**config.mk**
```make
export PLATFORM = sky130hd
export DESIGN_NAME = ras_ctrl
export DESIGN_NICKNAME = d
export VERILOG_FILES = /design/src/rtl/ras_ctrl.sv
export SDC_FILE = /design/constraint.sdc
export NUM_CORES = 1
export LEC_CHECK = 0
export CORE_MARGIN = 2
export CORE_UTILIZATION = 44
export DETAILED_ROUTE_END_ITERATION = 6
export GPL_TIMING_DRIVEN = 0
export PLACE_DENSITY = 0.76
export REMOVE_ABC_BUFFERS = 1
export SYNTH_ARGS = -nofsm -noshare
export SYNTH_HDL_FRONTEND = slang
export SYNTH_SLANG_ARGS = --single-unit
```
**constraint.sdc**
```tcl
create_clock -name clk -period 4 [get_ports clk]
set_input_delay 0.4 -clock clk [delete_from_list [all_inputs] [get_ports clk]]
set_output_delay 0.4 -clock clk [all_outputs]
set_load 0.01 [all_outputs]
```
**src/rtl/ras_ctrl.sv**
```systemverilog
// rtl/ras_ctrl.sv - RAS writer/controller: call/return pre-decode, push/pop pulses, return-prediction check.
// Optional statistics counters enabled by defining RAS_CTRL_STATS_EN.
module ras_ctrl #(
  parameter int XLEN       = 32,
  parameter int RETQ_DEPTH = 4,
  parameter int RETQ_PTR_W = $clog2(RETQ_DEPTH)
) (
  input  logic                  clk,
  input  logic                  reset,
  input  logic                  if_valid,
  input  logic                  if_stall,
  input  logic [XLEN-1:0]       if_pc,
  input  logic [31:0]           if_instr,
  input  logic                  flush,
  input  logic [XLEN-1:0]       ras_predicted_return,
  input  logic                  ras_valid,
  input  logic                  ex_ret_valid,
  input  logic [XLEN-1:0]       ex_ret_target,
  output logic                  push,
  output logic                  pop,
  output logic [XLEN-1:0]       return_addr,
  output logic                  ret_hit,
  output logic                  ret_mispredict,
  output logic [RETQ_PTR_W:0]   retq_count
`ifdef RAS_CTRL_STATS_EN
  ,
  output logic [31:0]           stat_calls,
  output logic [31:0]           stat_rets,
  output logic [31:0]           stat_mispredicts
`endif
);

  localparam logic [6:0]          OPC_JAL  = 7'b1101111;
  localparam logic [6:0]          OPC_JALR = 7'b1100111;
  localparam logic [RETQ_PTR_W:0] Q_FULL   = (RETQ_PTR_W+1)'(RETQ_DEPTH);

  logic       accept;
  logic [4:0] rd, rs1;
  logic       rd_link, rs1_link;
  logic       dec_push, dec_pop;
  logic       unused_instr_bits;

  assign accept   = if_valid & ~if_stall & ~flush;
  assign rd       = if_instr[11:7];
  assign rs1      = if_instr[19:15];
  assign rd_link  = (rd == 5'd1) | (rd == 5'd5);
  assign rs1_link = (rs1 == 5'd1) | (rs1 == 5'd5);
  assign unused_instr_bits = ^{if_instr[31:20], if_instr[14:12]};

  // JALR with both operands linked but distinct is a co-routine swap (push and pop).
  always_comb begin
    dec_push = 1'b0;
    dec_pop  = 1'b0;
    case (if_instr[6:0])
      OPC_JAL:  dec_push = rd_link;
      OPC_JALR: begin
        dec_push = rd_link;
        dec_pop  = rs1_link & (~rd_link | (rd != rs1));
      end
      default: ;
    endcase
  end

  logic            push_q, pop_q;
  logic [XLEN-1:0] ret_addr_q;

  always_ff @(posedge clk or negedge reset) begin
    if (!reset) begin
      push_q     <= 1'b0;
      pop_q      <= 1'b0;
      ret_addr_q <= '0;
    end else begin
      push_q <= accept & dec_push;
      pop_q  <= accept & dec_pop;
      if (accept & dec_push)
        ret_addr_q <= if_pc + XLEN'(4);
    end
  end

  // A redirect kills the in-flight operation in its output cycle.
  assign push        = push_q & ~flush;
  assign pop         = pop_q & ~flush;
  assign return_addr = ret_addr_q;

  logic [XLEN-1:0]       q_target [RETQ_DEPTH];
  logic [RETQ_DEPTH-1:0] q_valid;
  logic [RETQ_PTR_W-1:0] rd_ptr, wr_ptr;
  logic [RETQ_PTR_W:0]   count, count_after_deq;
  logic                  deq, enq_ok, head_hit;

  assign deq             = ex_ret_valid & (count != '0);
  assign count_after_deq = count - {{RETQ_PTR_W{1'b0}}, deq};
  assign enq_ok          = pop & (count_after_deq != Q_FULL);
  assign head_hit        = q_valid[rd_ptr] & (q_target[rd_ptr] == ex_ret_target);
  assign retq_count      = count;

  always_ff @(posedge clk) begin
    if (enq_ok)
      q_target[wr_ptr] <= ras_predicted_return;
  end

  always_ff @(posedge clk or negedge reset) begin
    if (!reset) begin
      q_valid        <= '0;
      rd_ptr         <= '0;
      wr_ptr         <= '0;
      count          <= '0;
      ret_hit        <= 1'b0;
      ret_mispredict <= 1'b0;
    end else begin
      ret_hit        <= deq & head_hit;
      ret_mispredict <= deq & ~head_hit;
      if (flush) begin
        rd_ptr <= '0;
        wr_ptr <= '0;
        count  <= '0;
      end else begin
        if (deq)
          rd_ptr <= rd_ptr + RETQ_PTR_W'(1);
        if (enq_ok) begin
          q_valid[wr_ptr] <= ras_valid;
          wr_ptr          <= wr_ptr + RETQ_PTR_W'(1);
        end
        count <= count_after_deq + {{RETQ_PTR_W{1'b0}}, enq_ok};
      end
    end
  end

`ifdef RAS_CTRL_STATS_EN
  always_ff @(posedge clk or negedge reset) begin
    if (!reset) begin
      stat_calls       <= '0;
      stat_rets        <= '0;
      stat_mispredicts <= '0;
    end else begin
      if (push && stat_calls != '1)
        stat_calls <= stat_calls + 32'd1;
      if ((ret_hit | ret_mispredict) && stat_rets != '1)
        stat_rets <= stat_rets + 32'd1;
      if (ret_mispredict && stat_mispredicts != '1)
        stat_mispredicts <= stat_mispredicts + 32'd1;
    end
  end
`endif

endmodule
```
# Yosys cells after proc, flatten, opt, wreduce, memory -nomap -nowiden
# Memories as Yosys holds them, arrays and structs flattened.
# Index checks and enable logic that the tools add are counted.
[op_classes]
addsub = 5
magnitude_cmp = 3
eq_ne = 9
n_mux = 14
bitwise_logic = 19
reduce_logical = 6
[ops]
columns = ["op", "n"]
rows = [
  ["32-bit by 3-bit adder with 32-bit output (second input constant)", 1],
  ["32-bit == test", 1],
  ["7-bit == test (second input constant)", 2],
  ["1-bit AND", 12],
  ["5-bit by 1-bit == test with 1-bit output (second input constant)", 2],
  ["5-bit by 3-bit == test with 1-bit output (second input constant)", 2],
  ["2-bit two-way mux", 4],
  ["2-bit by 3-bit < comparator with 1-bit output (second input constant)", 2],
  ["1-bit two-way mux", 6],
  ["5-bit != test", 1],
  ["2-bit by 1-bit adder with 2-bit output (second input constant)", 2],
  ["4-bit bitwise mux", 1],
  ["1-bit NOT", 4],
  ["2-bit nonzero test", 2],
  ["3-bit by 1-bit adder with 3-bit output", 1],
  ["3-bit two-way mux", 1],
  ["3-bit != test (second input constant)", 1],
  ["1-bit bitwise OR", 3],
  ["3-bit nonzero test", 1],
  ["3-bit by 1-bit subtractor with 3-bit output", 1],
  ["1-bit binary-select mux with 2-bit select", 1],
  ["1-bit demux with 2-bit select", 1],
  ["2-bit by 1-bit >= comparator with 1-bit output (second input constant)", 1],
  ["2-bit AND reduction", 1],
  ["other kinds (2)", 2],
]
[totals]
ff_bits = 47
mem_bits_rw = 128
in_bits = 135
output_inout_bits = 39
wordCells = 66
memories = 1
[mem_list]
columns = ["memory", "words", "width", "read_ports", "rd_ports_with_merged_regs", "wr", "line", "source"]
rows = [
  ["q_target", 4, 32, 1, 0, 1, "85", "logic [XLEN-1:0] q_target [RETQ_DEPTH];"],
]

# Logic depth before layout (Yosys ltp)
[logic_depth]
depth_word = 7
depth_mapped = 10
depth_no_buf = 10

# Least setup slack after synthesis
# Ideal clock, no wire load.
[synth_path]
kind = "flip-flop to flip-flop"
from = "reg count[0], in the netlist retq_count[0]"
to = "reg q_valid[0]"
setup_time_ns = 0.125
t_arrival_ns = 3.131
required_time_ns = 3.875
slack_ns = 0.744
stages_incl_launch_ff = 9
n_path_buf = 0
synth_period_minus_slack_ns = 3.256
path_cell_list = "dfrtp_1 o31ai_1 inv_1 ha_1 ha_1 xor2_1 a311oi_2 and2_1 mux2_2"
[synth_between]
elab_chain_len = 6
[synth_rtl]
columns = ["item", "line", "source"]
rows = [
  ["start: declaration", "88", "logic [RETQ_PTR_W:0] count, count_after_deq;"],
  ["start signal: assignment", "124", "count <= count_after_deq + {{RETQ_PTR_W{1'b0}}, enq_ok};"],
  ["3-bit nonzero test", "91", "assign deq = ex_ret_valid & (count != '0);"],
  ["1-bit AND", "91", ""],
  ["3-bit by 1-bit subtractor with 3-bit output (*)", "92", "assign count_after_deq = count - {{RETQ_PTR_W{1'b0}}, deq};"],
  ["3-bit != test (*)", "93", "assign enq_ok = pop & (count_after_deq != Q_FULL);"],
  ["1-bit AND (*)", "93", ""],
  ["2-bit AND reduction (no line) (*)", "-", ""],
  ["end signal: indexed assignment", "121", "q_valid[wr_ptr] <= ras_valid;"],
  ["end: declaration", "86", "logic [RETQ_DEPTH-1:0] q_valid;"],
]
# Mark *: on every way between the ends. The rest lies on a longest branch, timed or not.
# A chain may end at the register's enable or synchronous reset.

# Final worst setup path
[layout_path]
from = "reg count[0], in the netlist retq_count[0]"
to = "reg q_valid[2]"
# Same word-level chain as after synthesis.

==> results.py <==
metrics = {
    "run_status": {
        "status": "completed",
    },
    "sta": {
        "timing.hold.ws_ns": 0.478,
        "fmax_ghz": 0.297,
        "hold_violations": 0,
        "drv_slew": 0,
        "slew_headroom": 0.404,
        "fin_crit_ns": 3.36,
        "finalClockSkew_ns": 0.0130,
        "rsz0062_at_grt": "false",
        "setup_viol": 0,
        "layout_worst_path_cycle_share": 0.841,
        "tightest_slew_ns": 0.894,
        "setup_slack_ns": 0.638,
    },
    "route": {
        "firstDrtPassIters": 4,
        "route.detailed.drc": 0,
        "detail-route-antenna-nets": 0,
        "drt_wl_total_mm": 15.8,
        "wire_per_inst_um": 17.5,
        "first_iter_violations": 241,
        "viasPerCell": 5.12,
        "via_count": 4617,
    },
    "power_and_ir_drop": {
        "leakage_nw": 3.58,
        "p_per_area_nw_per_um2": 400,
        "ir_drop_mv": 0.294,
    },
    "clock_tree": {
        "clkTransAtPathRegs_ns": 0.07,
        "cts_max_level": 4,
        "cts_tree": "done",
        "cts_sinks": 175,
        "cts-root-buf": "clkbuf_16",
        "clockBufferDepth": 2,
        "cts-hold-fix-buffers": 1,
        "cts_buffers": 17,
        "post_cts_resized": 0,
        "insertion_delay_ns": 0.42,
        "cts_setup_buffers": 0,
    },
    "logic_synthesis": {
        "synth_compound_area_frac": 0.0390,
        "syn_area_per_cell_um2": 15.4,
        "async_reset_ff_frac": 0.269,
        "synth.area.mux_share": 0.122,
        "yosys.area_share.xor_xnor": 0.0699,
        "synthSimpleGateAreaFrac": 0.0756,
        "ys_types": 48,
        "yosysTopAreaCellShare": 0.503,
        "synthFlopType": "edfxtp_1",
        "ys_top_cells_by_area": "edfxtp_1 50%, dfrtp_1 15%, mux4_2 4.1%",
        "synth_top_family_by_area": "multiplexers",
        "seq_area_frac_synth": 0.657,
        "synthesis.area_um2": 7640,
        "synth-edff-count": 128,
        "yosysTopAreaCell": "edfxtp_1",
        "post_synth_fa_ha_maj_area_fraction": 0.0147,
        "synthCells": 496,
        "ys_ff_latch": 175,
        "yosys_warnings": 0,
    },
    "worst_setup_path": {
        "cp_top_family": "compound AO/OA/AOI/OAI gates",
        "crit_cells": 8,
        "crit_path_cell_trace": "o31ai_1, inv_1, ha_1, ha_1, xor2_1, a311oi_2, and2_2, mux2_2",
        "cp-end-kind": "register",
        "crit_path_top_delay_cell": "and2_2",
        "critical_path.startpoint_type": "register",
        "cp_num_buf_inv": 1,
        "r2r_cells": 8,
        "crit_arrival_ns": 3.66,
        "worstPathMaxFanout": 33,
        "path_class": "reg -> reg",
        "cp.required_ns": 4.30,
        "critPathMaxStageDelay_ns": 0.85,
        "cpMostUsedCell": "ha_1",
    },
    "die": {
        "num_rows": 48,
        "die_w_um": 136,
        "start_util": 0.446,
        "core_um2": 17100,
        "io_pins": 174,
        "dieArea_um2": 18400,
        "fp.dieH_um": 136,
    },
    "final_layout": {
        "antenna_cells": 0,
        "syn_to_final_growth_pct": 32.2,
        "nFillCells": 1345,
        "design_area_um2": 10100,
        "final_layout_size_suffix_gt1_frac": 0.112,
        "utilization": 0.590,
        "nets": 807,
        "final_cells": 901,
        "layout_common_cells": "157 x clkdlybuf4s50_1, 128 x edfxtp_1, 45 x nor2_1, 45 x dfrtp_1, 33 x xnor2_1",
        "final_common_cell": "clkdlybuf4s50_1",
    },
    "placed_design": {
        "hpwlAfterDp_mm": 11.2,
        "dpl.cell_count": 868,
        "port_buffers": 158,
        "post-place-ws_ns": 0.397,
        "dpl_cell_area_um2": 9550,
        "gp_congestion": 0.784,
    },
    "job": {
        "drv_cap": 0,
    },
    "global_route": {
        "grt_usage": 0.180,
        "overflow": 0,
        "first_global_vias": 5004,
        "grt_pass1_wl_mm": 25.0,
        "grt_max_degree": 52,
        "antenna_found_initial": 0,
    },
    "hold_path": {
        "min_path_type": "in -> async",
    },
}
==> Yosys cell counts (3+ instances only) <==
master / n
clkbuf_1: 7
nor2b_1: 7
nand3_1: 11
mux4_1: 11
xnor2_1: 33
nand4_1: 10
mux2_2: 14
ha_1: 9
inv_1: 17
and3_1: 3
or3_1: 3
dfrtp_1: 47
mux4_2: 14
buf_2: 4
xor2_1: 28
edfxtp_1: 128
a21oi_1: 28
o221ai_1: 3
and2_1: 7
nor3_1: 4
mux2i_1: 17
and4_1: 3
buf_4: 3
nand2_1: 13
nor2_1: 45
==> metrics by stage <==
step	power [W]	setup TNS [ns]
floorplan	0.00231	0
global placement	0.00253	-21.47
detailed placement	0.00256	0
CTS	0.00409	0
global route	0.00421	0
finish	0.00405	0
==> metal layers <==
| layer | vias up | track usage | part of all wire |
|---|---|---|---|
| li1 | 2201 | - | - |
| met1 | 2263 | 0.201 | 0.38 |
| met2 | 143 | 0.315 | 0.52 |
| met3 | 10 | 0.0744 | 0.092 |
| met4 | 0 | 0.0509 | 0.0092 |
| met5 | - | 0 | 0 |
==> where the power goes <==
group	switching (W)	leakage, nW	internal, W
logic	0.000208	1.52	0.000311
clock network	0.000713	0.265	0.000817
registers	0.0000325	1.80	0.00197
total	0.000954	3.58	0.00309
==> sequential cells by signal (all words and copies together) (netlist names), 2 cells and up <==
name         cells
wr_ptr           2
return_addr     32
q_target       128
q_valid          4
retq_count       3
rd_ptr           2
==> final timing paths <==
path,startpoint,endpoint,slack [ns]
setup / recovery,retq_count[0],q_valid[2],0.64
hold / removal,reset,return_addr[31],0.48
setup reg to reg,retq_count[0],q_valid[2],0.64
hold reg to reg,q_valid[2],q_valid[2],0.51
max in group asynchronous,reset,rd_ptr[1],3.01
min in group clk,q_valid[2],q_valid[2],0.51
==> kinds of logic after synthesis <==
| logic type | count (synthesis) |
|---|---|
| AND/OR/NAND/NOR | 114 |
| flip-flops | 175 |
| buffers and inverters | 34 |
| adder cells (fa/ha/maj) | 9 |
| XOR/XNOR | 61 |
| AO/OA/AOI/OAI | 47 |
| multiplexers | 56 |
==> final cells by class <==
class | instances | area (um^2) | area share
Sequential cell | 175 | 5020 | 0.497
Clock inverter | 14 | 120 | 0.0119
Tap cell | 225 | 282 | 0.0279
Inverter | 17 | 63.8 | 0.00631
Multi-Input combinational cell | 287 | 2470 | 0.244
Clock buffer | 18 | 429 | 0.0425
Timing Repair Buffer | 165 | 1720 | 0.170
Power figures use the tool's default switching activity.
